<file path="config.mk">
export PLATFORM = sky130hd
export DESIGN_NAME = led_binary_counter
export DESIGN_NICKNAME = d
export VERILOG_FILES = /design/src/rtl/led_binary_counter.sv
export SDC_FILE = /design/constraint.sdc
export NUM_CORES = 1
export LEC_CHECK = 0
export BUFFER_PORTS_ARGS = -buffer_cell sky130_fd_sc_hd__buf_2
export CAP_MARGIN = 5
export CORE_AREA = 2 2 39 41
export DETAILED_ROUTE_END_ITERATION = 8
export DIE_AREA = 0 0 41 43
export GPL_TIMING_DRIVEN = 0
export MAX_ROUTING_LAYER = met4
export PLACE_DENSITY = 0.45
export SYNTH_ARGS = -nofsm -noshare
export SYNTH_HDL_FRONTEND = slang
export SYNTH_SLANG_ARGS = --single-unit
</file>
<file path="constraint.sdc">
create_clock -name CLK -period 2.9 [get_ports CLK]
set_input_delay 0.29 -clock CLK [delete_from_list [all_inputs] [get_ports CLK]]
set_output_delay 0.29 -clock CLK [all_outputs]
set_load 0.01 [all_outputs]
</file>
<file path="src/rtl/led_binary_counter.sv">
// -----------------------------------------------------------------------------
// led_binary_counter
//
// Free-running binary counter that drives a bank of LEDs with its current
// count. A prescaler slows the count rate so that the pattern is visible
// on a fast board clock. The counter advances once every DIV clock cycles.
//
// Parameters
//   WIDTH : counter / LED vector width in bits (>= 1)
//   DIV   : prescale ratio, clock cycles per count step (>= 1)
//
// Ports
//   CLK : input,  system clock; all state updates on its rising edge
//   RST : input,  synchronous active-high reset
//   OUT : output, WIDTH bits, LED drive = current count (bit 0 = LSB),
//         driven straight from a register
// -----------------------------------------------------------------------------
module led_binary_counter #(
    parameter int WIDTH = 8,
    parameter int DIV   = 1
) (
    input  logic             CLK,
    input  logic             RST,
    output logic [WIDTH-1:0] OUT
);

    // A one-bit prescaler is kept even when DIV=1 so the logic below
    // needs no special case; it simply never leaves zero.
    localparam int PRE_W = (DIV > 1) ? $clog2(DIV) : 1;

    localparam logic [PRE_W-1:0] PRE_MAX  = PRE_W'(DIV - 1);
    localparam logic [PRE_W-1:0] PRE_ZERO = {PRE_W{1'b0}};
    localparam logic [PRE_W-1:0] PRE_ONE  = PRE_W'(1'b1);
    localparam logic [WIDTH-1:0] CNT_ZERO = {WIDTH{1'b0}};
    localparam logic [WIDTH-1:0] CNT_ONE  = WIDTH'(1'b1);

    logic [WIDTH-1:0] r_cnt;
    logic [PRE_W-1:0] r_pre;
    logic             w_tick;

    // Tick marks the last cycle of each prescale period.
    always_comb begin
        w_tick = 1'b0;
        if (r_pre == PRE_MAX) begin
            w_tick = 1'b1;
        end else begin
            w_tick = 1'b0;
        end
    end

    // Prescaler and count registers; reset wins over tick so a reset
    // mid-period restarts with a full DIV period.
    always_ff @(posedge CLK) begin
        if (RST) begin
            r_cnt <= CNT_ZERO;
            r_pre <= PRE_ZERO;
        end else if (w_tick) begin
            r_pre <= PRE_ZERO;
            r_cnt <= r_cnt + CNT_ONE;   // wraps modulo 2^WIDTH
        end else begin
            r_pre <= r_pre + PRE_ONE;
            r_cnt <= r_cnt;
        end
    end

    assign OUT = r_cnt;

endmodule

</file>
==> impl_metrics.json <==
{
  "status": "finished, final reports clean",
  "final-max-slew-violation-count": 0,
  "end_kind": "flop",
  "drt-initial-drc-count": 5,
  "cts_buffers": 3,
  "cp-start-kind": "flop",
  "power.internal_mw": 0.187,
  "clock_path_buffers": 2,
  "clk_latency_ps": 260,
  "post_cts_resized": 0,
  "grt_pass1_vias": 233,
  "antenna_found_initial": 0,
  "dp_hpwl_um": 486,
  "power_density_mw_per_mm2": 542,
  "clk_pin_slew_ps": 60,
  "grt_max_degree": 9,
  "crit_slowest_cell": "dfxtp_1",
  "dp_cells": 62,
  "critPathKind": "reg -> reg",
  "rows": 14,
  "core_area_mm2": 0.00138,
  "yosysWarnings": 0,
  "drtPass1Iterations": 2,
  "finalCritPeriodShare_pct": 46.3,
  "hold_viol": 0,
  "port_buffers": 8,
  "htree_num_levels": 1,
  "rrSetupSlack_ps": 1560,
  "post-route-util_pct": 32.2,
  "finalCriticalPeriod_ps": 1340,
  "ctsRootBufferMaster": "clkbuf_4",
  "grt_pass1_wl_um": 1060,
  "avgSynthCellArea_um2": 9.45,
  "synth_cells": 38,
  "ys_seq_area_share_pct": 50.2,
  "finalNonFillerCells": 66,
  "power_mw": 0.242,
  "syn_to_final_growth_pct": 24.0,
  "nNetsFinal": 54,
  "pwr-share-seq_pct": 54.9,
  "cts_tree": "done",
  "avgViaCountPerCell": 4.35,
  "p_leak_nw": 0.186,
  "synth_cell_types": 16,
  "rsz0062_at_grt": "false",
  "n_antenna_cell": 0,
  "die_width_um": 41,
  "p_sw_share_pct": 22.6,
  "finalClockSkew_ps": 6.72,
  "die_y_um": 43,
  "ys_seq_elements": 9,
  "peakVddDrop_mv": 0.241,
  "cts_setup_buffers": 0,
  "start_util_pct": 25.9,
  "cts_sinks": 9,
  "path_cells": "ha_1, nand4b_1, or3_1, a21oi_1",
  "wl_per_cell_um": 9.77,
  "cpPeakStageDelay_ps": 410,
  "drc": 0,
  "cap_violations": 0,
  "setup_viol": 0,
  "ios": 10,
  "finalSetupTns_ps": 0,
  "wirelength_um": 645,
  "finalInstanceArea_um2": 445,
  "hold_buffers": 0,
  "grtUsageTotal_pct": 9.59,
  "power_switching_mw": 0.0546,
  "synth_nets": 41,
  "worst-endpoint-required_ps": 3100,
  "layout-drive-gt1-share_pct": 22.0,
  "fmax_ghz": 0.745,
  "clock_power_share_pct": 39.6,
  "vias": 287,
  "placed_cell_area_um2": 419,
  "synth_area_um2": 359,
  "crit_arrival_ps": 1540,
  "hp-class": "in -> reg",
  "postRouteAntennaNets": 0,
  "grt_overflow": 0,
  "gp_congestion": 0.642,
  "crit_fanout": 5,
  "combPwrFrac_pct": 5.5,
  "dieArea_mm2": 0.00176
}
cell usage after synthesis, drive strengths merged:
cell,n,area (um2)
nand4,2,12.5
o21ai,3,15.0
nand2b,1,6.26
nor2b,1,6.26
or3,3,18.8
a21oi,3,15.0
dfxtp,9,180
conb,1,3.75
clkbuf,1,3.75
nor2,5,18.8
mux2i,1,10.0
nand2,1,3.75
ha,1,12.5
xor2,3,26.3
xnor2,1,8.76
nand4b,2,17.5
final cells by class:
class / count / area, um2
Sequential cell: 9 / 180
Fill cell: 160 / 938
Tap cell: 16 / 20.0
Multi-Input combinational cell: 28 / 175
Buffer: 1 / 3.75
Timing Repair Buffer: 8 / 40.0
Clock buffer: 4 / 26.3
per-layer routing:
layer	part of all wire (%)	global-route usage (%)
met3	9.0	7.85
met2	42	10.6
met4	0.62	4.00
met5	0	-
met1	48	12.3
worst max-delay path, delay by kind of cell, from the launching register on:
kind | cells | cell delay [ps]
and+or+nand+nor | 2 | 550
DFF | 1 | 410
adders and majority gates | 1 | 190
AOI/OAI and AO/OA | 1 | 130
state kept, by name, summed over array words and instances (netlist names):
register / cells
OUT: 8
r_pre: 1
cells by family (layout without fill, tap and decap cells):
family,after synthesis,count (layout),synth area share [%]
muxes,1,1,2.79
other,1,1,1.04
AOI/OAI and AO/OA,6,6,8.36
and+or+nand+nor,15,15,23.3
DFF,9,9,50.2
xor gates and xnor gates,4,4,9.76
buffers and inverters,1,13,1.04
adders and majority gates,1,1,3.48
power groups by stage:
stage / sequential, mW / clock (mW) / combinational (mW)
global route: 0.134 / 0.108 / 0.0150
detailed placement: 0.135 / 0 / 0.0135
CTS: 0.133 / 0.101 / 0.0136
global placement: 0.136 / 0 / 0.0135
floorplan: 0.136 / 0 / 0.00778
finish: 0.133 / 0.0956 / 0.0133
through the flow:
stage / worst slack (ps) / hold slack, ps
final: 1560 / 363
after detailed placement: 1560 / 477
after floorplan: 1610 / 502
after global placement: 1570 / 474
after global routing: 1390 / 368
after CTS: 1550 / 366
final timing paths:
path	from	end	depth (start not counted)
setup / recovery	OUT[0]$_SDFFE_PP0N_	OUT[6]$_SDFFE_PP0N_	4
hold / removal	RST	OUT[4]$_SDFFE_PP0N_	2
setup reg to reg	OUT[0]$_SDFFE_PP0N_	OUT[6]$_SDFFE_PP0N_	4
hold reg to reg	OUT[7]$_SDFFE_PP0N_	OUT[7]$_SDFFE_PP0N_	2
layout by cell type (no fill, tap or decap):
cell type,n
a21oi_1,3
nand2_1,1
nor2b_1,1
nand2b_1,1
dfxtp_1,9
mux2i_1,1
nand4b_1,2
buf_2,8
o21ai_0,3
or3_1,3
xnor2_1,1
conb_1,1
clkbuf_1,2
nor2_1,5
ha_1,1
nand4_1,2
clkbuf_4,3
xor2_1,3
Power figures use the tool's default switching activity.
